File: config.mk
export PLATFORM = sky130hd
export DESIGN_NAME = alu_seq
export DESIGN_NICKNAME = d
export VERILOG_FILES = /design/src/rtl/alu_seq.sv
export SDC_FILE = /design/constraint.sdc
export NUM_CORES = 1
export LEC_CHECK = 0
export CORE_MARGIN = 5
export CORE_UTILIZATION = 40
export DETAILED_ROUTE_END_ITERATION = 8
export DONT_BUFFER_PORTS = 1
export PLACE_DENSITY = 0.52
export SKIP_CTS_REPAIR_TIMING = 1
export SLEW_MARGIN = 20
export SYNTH_ARGS = -nofsm -noshare
export SYNTH_HDL_FRONTEND = slang
export SYNTH_SLANG_ARGS = --single-unit
File: constraint.sdc
create_clock -name clk -period 1.35 [get_ports clk]
set_clock_uncertainty 0.05 [all_clocks]
set_input_delay 0.135 -clock clk [delete_from_list [all_inputs] [get_ports clk]]
set_output_delay 0.135 -clock clk [all_outputs]
set_load 0.02 [all_outputs]
File: src/rtl/alu_seq.sv
// Sequencer in front of an external combinational ALU: latches a command,
// captures the ALU result one cycle later and holds it until consumed.
module alu_seq #(
    parameter int DATA_WIDTH = 32
) (
    input  logic                  clk,
    input  logic                  rst_n,
    input  logic                  cmd_valid_i,
    output logic                  cmd_ready_o,
    input  logic [1:0]            cmd_op_i,
    input  logic [DATA_WIDTH-1:0] cmd_a_i,
    input  logic [DATA_WIDTH-1:0] cmd_b_i,
    input  logic                  cmd_acc_i,
    input  logic                  acc_clr_i,
    output logic [1:0]            alu_op_o,
    output logic [DATA_WIDTH-1:0] alu_a_o,
    output logic [DATA_WIDTH-1:0] alu_b_o,
    input  logic [DATA_WIDTH-1:0] alu_c_i,
    output logic                  res_valid_o,
    input  logic                  res_ready_i,
    output logic [DATA_WIDTH-1:0] res_data_o,
    output logic                  busy_o,
    output logic [7:0]            done_cnt_o,
    output logic [1:0]            state_dbg_o
);

    // Handshakes: a transfer happens on a rising edge where valid && ready are
    // both high; valid/ready seen outside the accepting state change nothing.
    typedef enum logic [1:0] {
        IDLE = 2'd0,
        EXEC = 2'd1,
        RESP = 2'd2
    } state_e;

    state_e                state_q, state_d;
    logic                  cmd_fire;
    logic                  res_fire;

    logic [1:0]            op_q, op_d;
    logic [DATA_WIDTH-1:0] a_q, a_d;
    logic [DATA_WIDTH-1:0] b_q, b_d;
    logic [DATA_WIDTH-1:0] acc_q, acc_d;
    logic [DATA_WIDTH-1:0] res_q, res_d;
    logic [7:0]            cnt_q, cnt_d;

    // State register
    always_ff @(posedge clk or negedge rst_n) begin
        if (!rst_n) begin
            state_q <= IDLE;
        end else begin
            state_q <= state_d;
        end
    end

    // Next-state logic
    always_comb begin
        state_d = state_q;
        case (state_q)
            IDLE: begin
                if (cmd_fire) begin
                    state_d = EXEC;
                end
            end
            EXEC: begin
                state_d = RESP;
            end
            RESP: begin
                if (res_fire) begin
                    state_d = IDLE;
                end
            end
            default: begin
                state_d = IDLE;
            end
        endcase
    end

    // Output logic
    always_comb begin
        cmd_ready_o = 1'b0;
        res_valid_o = 1'b0;
        busy_o      = 1'b1;
        case (state_q)
            IDLE: begin
                cmd_ready_o = 1'b1;
                busy_o      = 1'b0;
            end
            EXEC: begin
                busy_o = 1'b1;
            end
            RESP: begin
                res_valid_o = 1'b1;
            end
            default: begin
                busy_o = 1'b1;
            end
        endcase
        cmd_fire = cmd_valid_i && cmd_ready_o;
        res_fire = res_ready_i && res_valid_o;
    end

    // Datapath next values. A clear landing on an accumulator-sourced accept
    // forces the latched A to zero, and a clear during EXEC beats the capture.
    always_comb begin
        op_d  = op_q;
        a_d   = a_q;
        b_d   = b_q;
        acc_d = acc_q;
        res_d = res_q;
        cnt_d = cnt_q;

        if (cmd_fire) begin
            op_d = cmd_op_i;
            b_d  = cmd_b_i;
            if (cmd_acc_i) begin
                a_d = acc_clr_i ? '0 : acc_q;
            end else begin
                a_d = cmd_a_i;
            end
        end

        if (state_q == EXEC) begin
            res_d = alu_c_i;
            acc_d = alu_c_i;
        end

        if (acc_clr_i) begin
            acc_d = '0;
        end

        if (res_fire) begin
            cnt_d = cnt_q + 8'd1;
        end
    end

    always_ff @(posedge clk or negedge rst_n) begin
        if (!rst_n) begin
            op_q  <= 2'b00;
            a_q   <= '0;
            b_q   <= '0;
            acc_q <= '0;
            res_q <= '0;
            cnt_q <= 8'd0;
        end else begin
            op_q  <= op_d;
            a_q   <= a_d;
            b_q   <= b_d;
            acc_q <= acc_d;
            res_q <= res_d;
            cnt_q <= cnt_d;
        end
    end

    assign alu_op_o    = op_q;
    assign alu_a_o     = a_q;
    assign alu_b_o     = b_q;
    assign res_data_o  = res_q;
    assign done_cnt_o  = cnt_q;
    assign state_dbg_o = state_q;

endmodule

==> run metrics <==
max-slew violation count 0; Setup Total Neg Slack -9830 ps; worst min path class in2async; Syn Nets 630; vias in the first global route 4,030; number of fillers in the final layout 1,202; crit path DAT 1380 ps; routed wire length per instance 19.6 µm; CP Capture Point busy_o; Initial Utilization 41.1%; Worst Tran Pin Value 328 ps; main combinational cell family by area after synthesis simple AND/OR/NAND/NOR gates; crit path capture type primary output; Port Buffer Count 0; number of flops mapped to enable cells by yosys 0; Detail Route Antenna Nets 0; Syn Inst Count 525; CTS Buffer Depth 2; violated checks negative hold slack, negative setup slack; Clock Sinks 140; synthesized area 5760 µm²; Crit Path Class reg2out; Skew-Pair Late Insertion Delay 420 ps; most frequent cells in the layout 138 x dfrtp_1, 126 x nand2_1, 78 x dlygate4sd3_1; DR vias 4,214; CTS tree yes; RR Startpoint state_dbg_o[1]$_DFFE_PN0P_; Layout Area Growth over Synthesis 38.1%; Worst-path clk slew 60 ps; Final Critical Period 1560 ps; area of the multi-input gates 2220 µm²; Main synth FF type dfrtp_1; r2r endpoint alu_b_o[2]$_DFFE_PN0P_; largest net degree at the start of global routing 141; critical path data required time 1160 ps; final hold slack -631 ps; Via density 5.08; synth unique cells 30; Final Worst Setup Slack -215 ps; number of buffers created by CTS 17; Max-slew headroom 78.1%; part of the cycle the worst path needs 116%; syn avg cell area 11.0 µm²; nets 740; R2R Setup Slk -200 ps; GPL Wtd Cong 0.751; Synth Register Bits 140; Synth Area in Compound Gates 8.37%; Top Ports 215; Synth Area in Simple Gates 16.2%; ys async rst share 100%; Pleak 0.00362 µW; status complete, but fails checks; antenna violations before repair 1; die area 16,900 µm²; Critical Path Start Type register; sequential area share after synthesis 60.9%; Yosys warning count 0; Routed WL 16.2 mm; total of max-cap violations 0; Max Fclk 639 MHz; first-pass GRT wire length 21.6 mm; Hold Vio Cnt, Final 149; H-tree depth 4; peak supply drop 1.65 mV; CP Launch Point state_dbg_o[0]$_DFFE_PN0P_; CP Max Fanout 7; CTS Root Cell clkbuf_16; DRC Markers 0; GRT Util Overall 16.7%; multiplexer share of the synthesized area 8.93%; Synth Area in XOR/XNOR 1.07%; Die Ht 130 µm; RSZ-0062 raised after global routing true; overall power 19,500 µW; Setup Viol. Count Final 99; post-synthesis adder-cell area fraction 0.217%; DRT Pass-1 Iters 4; register area 3510 µm²; Core Box Area 14,000 µm²; most common cell after layout, fill and taps aside dfrtp_1; number of DRC markers in iteration 0 193; Die X 130 µm; Detail Placement HPWL 9.58 mm; share of cells above drive strength 1 24.5%; row cnt 43; Remaining Overflow, GRT 0; P per Cell Area 2460 nW/µm²; Register-to-Register Path Depth 4
metal layers:
metal	share of wire (%)	vias to the layer above	global-route usage, %
li1	-	1954	-
met1	40	2087	19.9
met2	50	164	27.1
met3	9.3	9	7.86
met4	0.61	0	4.77
met5	0	-	0
per-stage QoR:
| step | utilization [%] | setup slack (ps) | cells | area (µm²) |
|---|---|---|---|---|
| floorplan | - | -106 | 525 | 5760 |
| finish | 56.8 | -215 | 829 | 7950 |
| detailed placement | 43.0 | -164 | 702 | 6020 |
| CTS | 47.4 | -354 | 734 | 6630 |
| global placement | 43.0 | -142 | 702 | 6020 |
| global route | 56.8 | -265 | 829 | 7950 |
state kept, by name, summed over array words and instances, names as in the netlist:
name         flops
acc_q           32
alu_a_o         32
alu_b_o         32
res_data_o      32
done_cnt_o       8
alu_op_o         2
state_dbg_o      2
power breakdown:
part | internal [µW] | leakage, µW | switching (µW)
registers | 5930 | 0.00172 | 3350
clock network | 3040 | 0.000295 | 1740
logic | 2910 | 0.00161 | 2530
worst min-delay path by stage:
stage,cells after the start,from,to,slack [ps]
6_report,0,rst_n,alu_b_o[28]$_DFFE_PN0P_,-630
5_1_grt,0,rst_n,alu_b_o[4]$_DFFE_PN0P_,-670
4_1_cts,0,rst_n,alu_a_o[24]$_DFFE_PN0P_,-660
3_5_place_dp,0,rst_n,alu_b_o[28]$_DFFE_PN0P_,-210
3_3_place_gp,0,rst_n,alu_b_o[27]$_DFFE_PN0P_,-210
2_1_floorplan,0,rst_n,acc_q[0]$_DFFE_PN0P_,-210
cells in the mapped netlist (2+ instances only):
cell type / n / area (µm²)
mux2_2: 3 / 33.8
nor2b_1: 32 / 200
buf_2: 11 / 55.1
mux2_4: 32 / 480
a21oi_1: 94 / 470
dfrtp_1: 140 / 3500
inv_1: 4 / 15.0
nand2b_1: 2 / 12.5
buf_8: 3 / 45.0
buf_4: 4 / 30.0
xor2_1: 4 / 35.0
nand2_1: 130 / 488
nor3_1: 2 / 10.0
nor2_1: 34 / 128
buf_6: 7 / 78.8
xnor2_1: 3 / 26.3
clkbuf_1: 7 / 26.3
cell families after synthesis:
family / count (synthesis)
flip-flops: 140
buffers and inverters: 36
adder cells (fa/ha/maj): 1
AO/OA/AOI/OAI: 96
multiplexers: 35
AND/OR/NAND/NOR: 210
XOR/XNOR: 7
final cells by class:
type / instances / area share (%)
diodes: 1 / 0.0315
clock buffers: 21 / 5.92
clock inverters: 11 / 1.78
inverters: 4 / 0.189
multi-input cells: 349 / 27.9
flip-flops and latches: 140 / 44.1
well taps: 180 / 2.83
repair buffers: 123 / 17.2
worst max-delay path, stage by stage, from the launching register on:
cell and delay [ps]:
dfrtp_2 420, buf_6 150, or2_4 260, buf_6 130
Note: power is estimated with default switching activity, not from simulation.
